<file path="src/rtl/fft_band_peak_detector_if.sv">
// Stream bundle between FFTcore's Avalon-ST source and the band peak detector,
// together with the band result strobes that go on to the display/bar logic.
//   src_valid/sop/eop : beat qualifiers (no backpressure, ready is tied high)
//   src_real/src_imag : signed 24-bit bin value
//   src_exp           : signed block exponent, travels with each beat
//   band_valid        : one-cycle strobe, band_idx/band_mag valid
//   frame_done        : strobes together with the last band of a frame
//   frame_err         : strobes on a framing violation
// master = stream producer / result consumer, slave = detector.
interface fft_band_peak_detector_if #(
  parameter int NUM_BANDS = 16,
  parameter int OUT_W     = 33
);
  localparam int IDX_W = $clog2(NUM_BANDS);

  logic                    src_valid;
  logic                    src_sop;
  logic                    src_eop;
  logic signed [23:0]      src_real;
  logic signed [23:0]      src_imag;
  logic signed [5:0]       src_exp;
  logic                    band_valid;
  logic [IDX_W-1:0]        band_idx;
  logic [OUT_W-1:0]        band_mag;
  logic                    frame_done;
  logic                    frame_err;

  modport master (
    output src_valid, src_sop, src_eop, src_real, src_imag, src_exp,
    input  band_valid, band_idx, band_mag, frame_done, frame_err
  );

  modport slave (
    input  src_valid, src_sop, src_eop, src_real, src_imag, src_exp,
    output band_valid, band_idx, band_mag, frame_done, frame_err
  );
endinterface

</file>
<file path="src/rtl/fft_band_peak_detector.sv">
// Reduces each FFT frame to NUM_BANDS peak-hold band magnitudes.
// Ports:
//   MCLK  : system clock, all logic on posedge
//   reset : asynchronous active-low reset
//   bus   : slave side of fft_band_peak_detector_if (stream in, bands out)
//
// state | meaning
// ------+-----------------------------------------------------------
// IDLE  | waiting for a beat with sop
// BINS  | feeding positive-frequency bins 0..FFT_N/2-1 into the pipe
// SKIP  | discarding negative-frequency bins until eop
module fft_band_peak_detector #(
  parameter int FFT_N     = 1024,
  parameter int NUM_BANDS = 16,
  parameter int MAX_SHIFT = 8,
  parameter int OUT_W     = 25 + MAX_SHIFT
) (
  input logic                    MCLK,
  input logic                    reset,
  fft_band_peak_detector_if.slave bus
);
  localparam int HALF  = FFT_N / 2;
  localparam int BIN_W = $clog2(HALF);
  localparam int BPB   = HALF / NUM_BANDS;
  localparam int BPB_W = $clog2(BPB);
  localparam int IDX_W = $clog2(NUM_BANDS);
  localparam int SH_W  = $clog2(MAX_SHIFT + 1);
  localparam logic [BIN_W-1:0] LAST_BIN  = BIN_W'(HALF - 1);
  localparam logic [IDX_W-1:0] LAST_BAND = IDX_W'(NUM_BANDS - 1);

  typedef enum logic [1:0] {IDLE, BINS, SKIP} state_t;

  function automatic logic [23:0] abs_sat(input logic [23:0] v);
    if (v == 24'h80_0000)  abs_sat = 24'h7f_ffff;
    else if (v[23])        abs_sat = ~v + 24'd1;
    else                   abs_sat = v;
  endfunction

  state_t             state_q, state_d;
  logic [BIN_W-1:0]   bin_q, bin_d;
  logic               take, err;
  logic [BIN_W-1:0]   take_bin;

  logic               s1_valid_q, s1_valid_d, s2_valid_q, s2_valid_d, s3_valid_q, s3_valid_d;
  logic [BIN_W-1:0]   s1_bin_q, s1_bin_d, s2_bin_q, s2_bin_d, s3_bin_q, s3_bin_d;
  logic [23:0]        s1_a_q, s1_a_d, s1_b_q, s1_b_d;
  logic [5:0]         s1_exp_q, s1_exp_d, s2_exp_q, s2_exp_d;
  logic [24:0]        s2_mag_q, s2_mag_d;
  logic [OUT_W-1:0]   s3_mag_q, s3_mag_d;
  logic [OUT_W-1:0]   peak_q, peak_d, peak_new;

  logic               band_valid_q, band_valid_d, frame_done_q, frame_done_d;
  logic               frame_err_q, frame_err_d;
  logic [IDX_W-1:0]   band_idx_q, band_idx_d;
  logic [OUT_W-1:0]   band_mag_q, band_mag_d;

  logic [23:0]        mx, mn;
  logic [5:0]         exp_neg;
  logic [SH_W-1:0]    sh;
  logic [BPB_W-1:0]   s3_off;
  logic [IDX_W-1:0]   s3_band;

  // Framing control: decides whether the current beat enters the pipe and as which bin.
  always_comb begin
    state_d  = state_q;
    bin_d    = bin_q;
    take     = 1'b0;
    take_bin = bin_q;
    err      = 1'b0;
    if (bus.src_valid) begin
      case (state_q)
        IDLE: begin
          if (bus.src_sop) begin
            take     = 1'b1;
            take_bin = '0;
            bin_d    = BIN_W'(1);
            state_d  = BINS;
          end
        end
        BINS: begin
          if (bus.src_sop) begin
            err      = 1'b1;
            take     = 1'b1;
            take_bin = '0;
            bin_d    = BIN_W'(1);
          end else if (bus.src_eop) begin
            err     = 1'b1;
            bin_d   = '0;
            state_d = IDLE;
          end else begin
            take  = 1'b1;
            bin_d = bin_q + BIN_W'(1);
            if (bin_q == LAST_BIN) begin
              bin_d   = '0;
              state_d = SKIP;
            end
          end
        end
        SKIP: begin
          if (bus.src_sop) begin
            err      = 1'b1;
            take     = 1'b1;
            take_bin = '0;
            bin_d    = BIN_W'(1);
            state_d  = BINS;
          end else if (bus.src_eop) begin
            state_d = IDLE;
          end
        end
        default: state_d = IDLE;
      endcase
    end
  end

  // Magnitude pipeline. A framing error flushes S2/S3 and blocks the S4 update,
  // so the interrupted band never reaches the output.
  always_comb begin
    s1_valid_d = take;
    s1_bin_d   = take_bin;
    s1_exp_d   = bus.src_exp;
    s1_a_d     = (take_bin == '0) ? 24'd0 : abs_sat(bus.src_real);
    s1_b_d     = (take_bin == '0) ? 24'd0 : abs_sat(bus.src_imag);

    mx         = (s1_a_q >= s1_b_q) ? s1_a_q : s1_b_q;
    mn         = (s1_a_q >= s1_b_q) ? s1_b_q : s1_a_q;
    s2_valid_d = s1_valid_q & ~err;
    s2_bin_d   = s1_bin_q;
    s2_exp_d   = s1_exp_q;
    s2_mag_d   = {1'b0, mx} + {3'b000, mn[23:2]};

    // Negative exponent means the core scaled down; undo it, capped at MAX_SHIFT.
    exp_neg = 6'd0 - s2_exp_q;
    if (!s2_exp_q[5])                   sh = '0;
    else if (exp_neg > 6'(MAX_SHIFT))   sh = SH_W'(MAX_SHIFT);
    else                                sh = exp_neg[SH_W-1:0];
    s3_valid_d = s2_valid_q & ~err;
    s3_bin_d   = s2_bin_q;
    s3_mag_d   = {{(OUT_W-25){1'b0}}, s2_mag_q} << sh;

    s3_off   = s3_bin_q[BPB_W-1:0];
    s3_band  = s3_bin_q[BIN_W-1:BPB_W];
    peak_new = (s3_off == '0) ? s3_mag_q : ((s3_mag_q > peak_q) ? s3_mag_q : peak_q);

    peak_d       = peak_q;
    band_valid_d = 1'b0;
    frame_done_d = 1'b0;
    band_idx_d   = band_idx_q;
    band_mag_d   = band_mag_q;
    frame_err_d  = err;
    if (s3_valid_q && !err) begin
      peak_d = peak_new;
      if (s3_off == {BPB_W{1'b1}}) begin
        band_valid_d = 1'b1;
        band_idx_d   = s3_band;
        band_mag_d   = peak_new;
        frame_done_d = (s3_band == LAST_BAND);
      end
    end
  end

  always_ff @(posedge MCLK or negedge reset) begin
    if (!reset) begin
      state_q      <= IDLE;
      bin_q        <= '0;
      s1_valid_q   <= 1'b0;
      s1_bin_q     <= '0;
      s1_a_q       <= '0;
      s1_b_q       <= '0;
      s1_exp_q     <= '0;
      s2_valid_q   <= 1'b0;
      s2_bin_q     <= '0;
      s2_exp_q     <= '0;
      s2_mag_q     <= '0;
      s3_valid_q   <= 1'b0;
      s3_bin_q     <= '0;
      s3_mag_q     <= '0;
      peak_q       <= '0;
      band_valid_q <= 1'b0;
      band_idx_q   <= '0;
      band_mag_q   <= '0;
      frame_done_q <= 1'b0;
      frame_err_q  <= 1'b0;
    end else begin
      state_q      <= state_d;
      bin_q        <= bin_d;
      s1_valid_q   <= s1_valid_d;
      s1_bin_q     <= s1_bin_d;
      s1_a_q       <= s1_a_d;
      s1_b_q       <= s1_b_d;
      s1_exp_q     <= s1_exp_d;
      s2_valid_q   <= s2_valid_d;
      s2_bin_q     <= s2_bin_d;
      s2_exp_q     <= s2_exp_d;
      s2_mag_q     <= s2_mag_d;
      s3_valid_q   <= s3_valid_d;
      s3_bin_q     <= s3_bin_d;
      s3_mag_q     <= s3_mag_d;
      peak_q       <= peak_d;
      band_valid_q <= band_valid_d;
      band_idx_q   <= band_idx_d;
      band_mag_q   <= band_mag_d;
      frame_done_q <= frame_done_d;
      frame_err_q  <= frame_err_d;
    end
  end

  assign bus.band_valid = band_valid_q;
  assign bus.band_idx   = band_idx_q;
  assign bus.band_mag   = band_mag_q;
  assign bus.frame_done = frame_done_q;
  assign bus.frame_err  = frame_err_q;
endmodule
</file>
<file path="src/flat_wrapper.sv">
// flat-port wrapper written by rule: the top's interface ports become plain ports
module fft_band_peak_detector_flat 
#(
  parameter int FFT_N     = 1024,
  parameter int NUM_BANDS = 16,
  parameter int MAX_SHIFT = 8,
  parameter int OUT_W     = 25 + MAX_SHIFT
)
  (MCLK, reset, bus_src_valid, bus_src_sop, bus_src_eop, bus_src_real, bus_src_imag, bus_src_exp, bus_band_valid, bus_band_idx, bus_band_mag, bus_frame_done, bus_frame_err);
  fft_band_peak_detector_if #(.NUM_BANDS(NUM_BANDS), .OUT_W(OUT_W)) bus_i ();
  input logic MCLK;
  input logic reset;
  input wire logic [$bits(bus_i.src_valid)-1:0] bus_src_valid;
  input wire logic [$bits(bus_i.src_sop)-1:0] bus_src_sop;
  input wire logic [$bits(bus_i.src_eop)-1:0] bus_src_eop;
  input wire logic [$bits(bus_i.src_real)-1:0] bus_src_real;
  input wire logic [$bits(bus_i.src_imag)-1:0] bus_src_imag;
  input wire logic [$bits(bus_i.src_exp)-1:0] bus_src_exp;
  output wire logic [$bits(bus_i.band_valid)-1:0] bus_band_valid;
  output wire logic [$bits(bus_i.band_idx)-1:0] bus_band_idx;
  output wire logic [$bits(bus_i.band_mag)-1:0] bus_band_mag;
  output wire logic [$bits(bus_i.frame_done)-1:0] bus_frame_done;
  output wire logic [$bits(bus_i.frame_err)-1:0] bus_frame_err;
  assign bus_i.src_valid = bus_src_valid;
  assign bus_i.src_sop = bus_src_sop;
  assign bus_i.src_eop = bus_src_eop;
  assign bus_i.src_real = bus_src_real;
  assign bus_i.src_imag = bus_src_imag;
  assign bus_i.src_exp = bus_src_exp;
  assign bus_band_valid = bus_i.band_valid;
  assign bus_band_idx = bus_i.band_idx;
  assign bus_band_mag = bus_i.band_mag;
  assign bus_frame_done = bus_i.frame_done;
  assign bus_frame_err = bus_i.frame_err;
  fft_band_peak_detector #(.FFT_N(FFT_N), .NUM_BANDS(NUM_BANDS), .MAX_SHIFT(MAX_SHIFT), .OUT_W(OUT_W)) u_core (.MCLK(MCLK), .reset(reset), .bus(bus_i));
endmodule
</file>
<file path="config.mk">
export PLATFORM = sky130hd
export DESIGN_NAME = fft_band_peak_detector_flat
export DESIGN_NICKNAME = d
export VERILOG_FILES = /design/src/rtl/fft_band_peak_detector_if.sv /design/src/rtl/fft_band_peak_detector.sv /design/src/flat_wrapper.sv
export SDC_FILE = /design/constraint.sdc
export NUM_CORES = 1
export LEC_CHECK = 0
export CAP_MARGIN = 25
export CELL_PAD_IN_SITES_DETAIL_PLACEMENT = 2
export CELL_PAD_IN_SITES_GLOBAL_PLACEMENT = 2
export CORE_MARGIN = 2
export CORE_UTILIZATION = 38
export CTS_CLUSTER_SIZE = 30
export DETAILED_ROUTE_END_ITERATION = 10
export PLACE_DENSITY_LB_ADDON = 0.15
export SLEW_MARGIN = 0
export SYNTH_ARGS = -nofsm -noshare
export SYNTH_HDL_FRONTEND = slang
export SYNTH_SLANG_ARGS = --single-unit
</file>
<file path="constraint.sdc">
create_clock -name MCLK -period 5.3 [get_ports MCLK]
set_input_delay 1.325 -clock MCLK [delete_from_list [all_inputs] [get_ports MCLK]]
set_output_delay 1.325 -clock MCLK [all_outputs]
set_load 0.01 [all_outputs]
</file>
==> insert_results.sql <==
INSERT INTO impl_metrics (metric_group, metric, value, unit) VALUES
('sta', 'slew-limit-headroom', '0.359', ''),
('layout', 'final_area', '0.0157', 'sq mm'),
('hold_path', 'hold_removal_path_class', 'reg -> reg', ''),
('sta', 'tightestPinTransition', '961', 'ps'),
('floorplan', 'io_pins', '99', ''),
('yosys', 'synth_compound_area_frac', '0.151', ''),
('floorplan', 'die_y', '191', 'um'),
('placed_design', 'post_dp_cell_area', '0.0148', 'sq mm'),
('layout', 'n_fill_cell', '3667', ''),
('layout', 'multi_input_area', '0.00693', 'sq mm'),
('yosys', 'synth_seq_area_share', '0.436', ''),
('clock_tree', 'tritoncts', 'built', ''),
('global_routing', 'grt_max_degree', '107', ''),
('global_routing', 'first_pass_grt_wire_length', '61400', 'um'),
('drt', 'dr.first_iter.drc_count', '480', ''),
('yosys', 'synth_area', '0.0133', 'sq mm'),
('clock_tree', 'clk_latency', '540', 'ps'),
('sta', 'timing.setup.tns', '0', 'ps'),
('drt', 'postRouteAntennaNets', '0', ''),
('floorplan', 'design.core.area', '0.0345', 'sq mm'),
('clock_tree', 'htreeDepth', '1', ''),
('layout', 'regArea', '0.00581', 'sq mm'),
('sta', 'rsz0062_at_grt', 'false', ''),
('setup_path', 'arrival_time_worst_endpoint', '5380', 'ps'),
('setup_path', 'rrSetupSlack', '350', 'ps'),
('yosys', 'syn_inst', '1366', ''),
('yosys', 'synth_enable_flop_cells', '0', ''),
('setup_path', 'path_class', 'reg -> reg', ''),
('sta', 'report.final.setup_viol', '0', ''),
('sta', 'layout_min_cycle_time', '4950', 'ps'),
('placed_design', 'portBuffers', '98', ''),
('drt', 'detail_route.wirelength', '37500', 'um'),
('floorplan', 'die_w', '191', 'um'),
('layout', 'syn_to_final_growth', '18.1', '%'),
('yosys', 'post_synth_num_cell_types', '63', ''),
('global_routing', 'grt_antenna_before_repair', '0', ''),
('setup_path', 'worstSetupStartpointType', 'flip-flop', ''),
('power_and_ir_drop', 'power.static_leakage', '0.00707', 'uW'),
('power_and_ir_drop', 'power-per-cell-area', '529', 'mW/mm^2'),
('yosys', 'largest_family_of_logic_cells_by_synthesized_area', 'simple AND/OR/NAND/NOR gates', ''),
('global_routing', 'via_count_of_the_first_global_routing_pass', '11500', ''),
('placed_design', 'place.gp.congestion', '0.762', ''),
('yosys', 'number_of_warnings_reported_in_the_yosys_synthesis_log', '0', ''),
('sta', 'final_max_slew_viol_count', '0', ''),
('setup_path', 'top_fanout_value_on_the_critical_path', '26', ''),
('floorplan', 'row_count', '68', ''),
('clock_tree', 'postCtsHoldBufs', '0', ''),
('sta', 'timing_hold_violations_final', '0', ''),
('drt', 'viasPerCell', '5.47', ''),
('layout', 'antenna_cells', '0', ''),
('layout', 'post_route_cells_drive_above_1_share', '0.0984', ''),
('yosys', 'synth_async_reset_ratio', '1.00', ''),
('global_routing', 'grt_util_all_layers', '0.209', ''),
('setup_path', 'worst_ep_required_time', '5730', 'ps'),
('global_routing', 'grt_remaining_overflow', '0', ''),
('sta', 'finClkSkew', '17.2', 'ps'),
('sta', 'finalCritPeriodShare', '0.933', ''),
('drt', 'vias', '10500', ''),
('clock_tree', 'tritoncts.num_buffers', '27', ''),
('clock_tree', 'cts.sinks', '232', ''),
('drt', 'post_route_drc_violation_count', '0', ''),
('yosys', 'postSynthNetCount', '1515', ''),
('yosys', 'synth_xor_xnor_area_share', '0.0395', ''),
('power_and_ir_drop', 'max-vdd-ir-drop', '255', 'uV'),
('floorplan', 'die_area', '0.0365', 'sq mm'),
('yosys', 'synth.ff_latch_count', '232', ''),
('outcome', 'status', 'finished clean', ''),
('clock_tree', 'clk_path_buf_depth', '3', ''),
('sta', 'timing.fmax', '202', 'MHz'),
('drt', 'first_pass_iters', '4', ''),
('setup_path', 'end_kind', 'flip-flop', ''),
('drt', 'detail_route.wl_per_cell', '19.5', 'um'),
('yosys', 'synth_area_per_cell', '9.74', 'sq um'),
('clock_tree', 'clk_pin_slew', '60', 'ps'),
('placed_design', 'place.detailed.hpwl', '26900', 'um'),
('yosys', 'synth_mux_area_frac', '0.0782', ''),
('clock_tree', 'cts_root_buf', 'sky130_fd_sc_hd__clkbuf_16', ''),
('floorplan', 'start_util', '0.385', ''),
('yosys', 'synthSimpleGateAreaFrac', '0.166', ''),
('yosys', 'synth-main-ff-cell', 'sky130_fd_sc_hd__dfrtp_1', ''),
('job', 'max_cap_violations', '0', ''),
('yosys', 'synthAdderAreaFrac', '0.0852', ''),
('layout', 'fin_nets', '1594', '');
-- routing by layer --
layer  up-vias  GRT usage  share of wire
met5         -          0              0
met4         0     0.0639          0.030
met3        56     0.0213          0.023
met2       141      0.385           0.51
met1      5237      0.254           0.43
li1       5049          -              -
-- cells in the mapped netlist (4+ instances only) --
cell	number	area, sq um
sky130_fd_sc_hd__nand2_1	128	480
sky130_fd_sc_hd__o31ai_1	14	105
sky130_fd_sc_hd__a22oi_1	35	263
sky130_fd_sc_hd__nand3_1	77	385
sky130_fd_sc_hd__a31oi_1	25	156
sky130_fd_sc_hd__and3_1	4	25.0
sky130_fd_sc_hd__mux2_2	56	631
sky130_fd_sc_hd__o21a_1	7	52.6
sky130_fd_sc_hd__or4_1	8	60.1
sky130_fd_sc_hd__o21ai_0	65	325
sky130_fd_sc_hd__xnor2_1	15	131
sky130_fd_sc_hd__nor2_1	55	206
sky130_fd_sc_hd__or3_1	6	37.5
sky130_fd_sc_hd__a21o_1	19	143
sky130_fd_sc_hd__nor4_1	13	81.3
sky130_fd_sc_hd__o211ai_1	4	30.0
sky130_fd_sc_hd__buf_2	23	115
sky130_fd_sc_hd__a21oi_1	86	430
sky130_fd_sc_hd__a211oi_1	31	233
sky130_fd_sc_hd__nor2b_1	34	213
sky130_fd_sc_hd__nand2b_1	11	68.8
sky130_fd_sc_hd__dfrtp_1	232	5810
sky130_fd_sc_hd__nor3_1	6	30.0
sky130_fd_sc_hd__or3_4	5	56.3
sky130_fd_sc_hd__inv_1	72	270
sky130_fd_sc_hd__o41ai_1	8	70.1
sky130_fd_sc_hd__ha_1	89	1110
sky130_fd_sc_hd__mux2i_1	41	410
sky130_fd_sc_hd__buf_1	4	15.0
sky130_fd_sc_hd__nand4_1	14	87.6
sky130_fd_sc_hd__xor2_1	45	394
sky130_fd_sc_hd__clkbuf_1	41	154
sky130_fd_sc_hd__and2_1	14	87.6
sky130_fd_sc_hd__nand3b_1	36	270
-- repair_timing --
action                                  in CTS  in global routing
buffers inserted                             0                  0
endpoints found under the setup margin       0                  1
endpoints found under the hold margin        0                  0
resized for setup                            0                  1
-- area by class of cell --
type,count,area share
Clock buffer,33,0.0470
Clock inverter,14,0.0133
Inverter,73,0.0174
Multi-Input combinational cell,989,0.441
Sequential cell,232,0.369
Tap cell,455,0.0362
Timing Repair Buffer,122,0.0760
-- registers in the layout, summed over array words and instances, names as in the netlist, 9 cells and up --
name                 cells
u_core.bin_q             9
u_core.bus.band_mag     33
u_core.peak_q           33
u_core.s1_a_q           24
u_core.s1_b_q           24
u_core.s1_bin_q          9
u_core.s2_bin_q          9
u_core.s2_mag_q         25
u_core.s3_bin_q          9
u_core.s3_mag_q         33
-- worst paths after layout --
kind,end,depth (start not counted),startpoint
worst min register to register,u_core.s2_exp_q[2]$_DFF_PN0_,0,u_core.s1_exp_q[2]$_DFF_PN0_
worst max-delay path,u_core.s2_mag_q[24]$_DFF_PN0_,16,u_core.s1_b_q[13]$_DFF_PN0_
worst max register to register,u_core.s2_mag_q[24]$_DFF_PN0_,16,u_core.s1_b_q[13]$_DFF_PN0_
max in group asynchronous,u_core.bin_q[3]$_DFFE_PN0P_,2,reset
worst min-delay path,u_core.s2_exp_q[2]$_DFF_PN0_,0,u_core.s1_exp_q[2]$_DFF_PN0_
min in group asynchronous,u_core.bus.band_idx[3]$_DFFE_PN0P_,1,reset
-- layout by cell type, fill, tap and decap left out, types with 11 or more instances in the layout --
cell type / n
sky130_fd_sc_hd__dfrtp_1: 232
sky130_fd_sc_hd__nand2_1: 128
sky130_fd_sc_hd__clkdlybuf4s50_1: 97
sky130_fd_sc_hd__ha_1: 89
sky130_fd_sc_hd__a21oi_1: 86
sky130_fd_sc_hd__nand3_1: 77
sky130_fd_sc_hd__inv_1: 72
sky130_fd_sc_hd__o21ai_0: 65
sky130_fd_sc_hd__mux2_2: 56
sky130_fd_sc_hd__nor2_1: 54
sky130_fd_sc_hd__xor2_1: 45
sky130_fd_sc_hd__mux2i_1: 41
sky130_fd_sc_hd__nand3b_1: 36
sky130_fd_sc_hd__a22oi_1: 35
sky130_fd_sc_hd__nor2b_1: 33
sky130_fd_sc_hd__a211oi_1: 30
sky130_fd_sc_hd__clkbuf_16: 27
sky130_fd_sc_hd__a31oi_1: 25
sky130_fd_sc_hd__buf_4: 21
sky130_fd_sc_hd__a21o_1: 19
sky130_fd_sc_hd__xnor2_1: 15
sky130_fd_sc_hd__nand4_1: 14
sky130_fd_sc_hd__o31ai_1: 14
sky130_fd_sc_hd__and2_1: 14
sky130_fd_sc_hd__nor4_1: 12
sky130_fd_sc_hd__nand2b_1: 11
-- worst max-delay path, stage by stage, from the launching register on --
cell and delay (ps):
sky130_fd_sc_hd__dfrtp_1 350, sky130_fd_sc_hd__inv_1 60, sky130_fd_sc_hd__ha_1 310, sky130_fd_sc_hd__nand3_1 160, sky130_fd_sc_hd__or4_1 560, sky130_fd_sc_hd__o32ai_1 300, sky130_fd_sc_hd__o211ai_1 120, sky130_fd_sc_hd__nand4b_1 180
sky130_fd_sc_hd__buf_4 310, sky130_fd_sc_hd__mux2_2 370, sky130_fd_sc_hd__ha_1 350, sky130_fd_sc_hd__nand3_1 170, sky130_fd_sc_hd__or4_1 510, sky130_fd_sc_hd__o22ai_1 210, sky130_fd_sc_hd__o221ai_1 250, sky130_fd_sc_hd__a211o_1 330
sky130_fd_sc_hd__nor4_1 290
-- metrics by stage --
step | utilization | cells | power [uW] | worst slack (ps) | hold WS, ps
2_1_floorplan | - | 1366 | 5170 | 908 | 331
3_3_place_gp | 0.427 | 1870 | 6130 | 483 | 331
3_5_place_dp | 0.427 | 1870 | 6320 | 262 | 337
4_1_cts | 0.455 | 1917 | 8420 | 234 | 349
5_1_grt | 0.455 | 1918 | 8950 | 10.4 | 354
6_report | 0.455 | 1918 | 8310 | 355 | 344
-- cell families after synthesis --
family | Yosys count
AO/OA/AOI/OAI | 318
XOR/XNOR | 60
adder cells (fa/ha/maj) | 90
buffers and inverters | 145
flip-flops | 232
multiplexers | 97
AND/OR/NAND/NOR | 424
-- power breakdown --
part	switching (uW)	total, uW	internal [uW]
registers	430	2660	2230
logic	2110	3680	1570
clock network	744	1970	1230
Power figures use the tool's default switching activity.
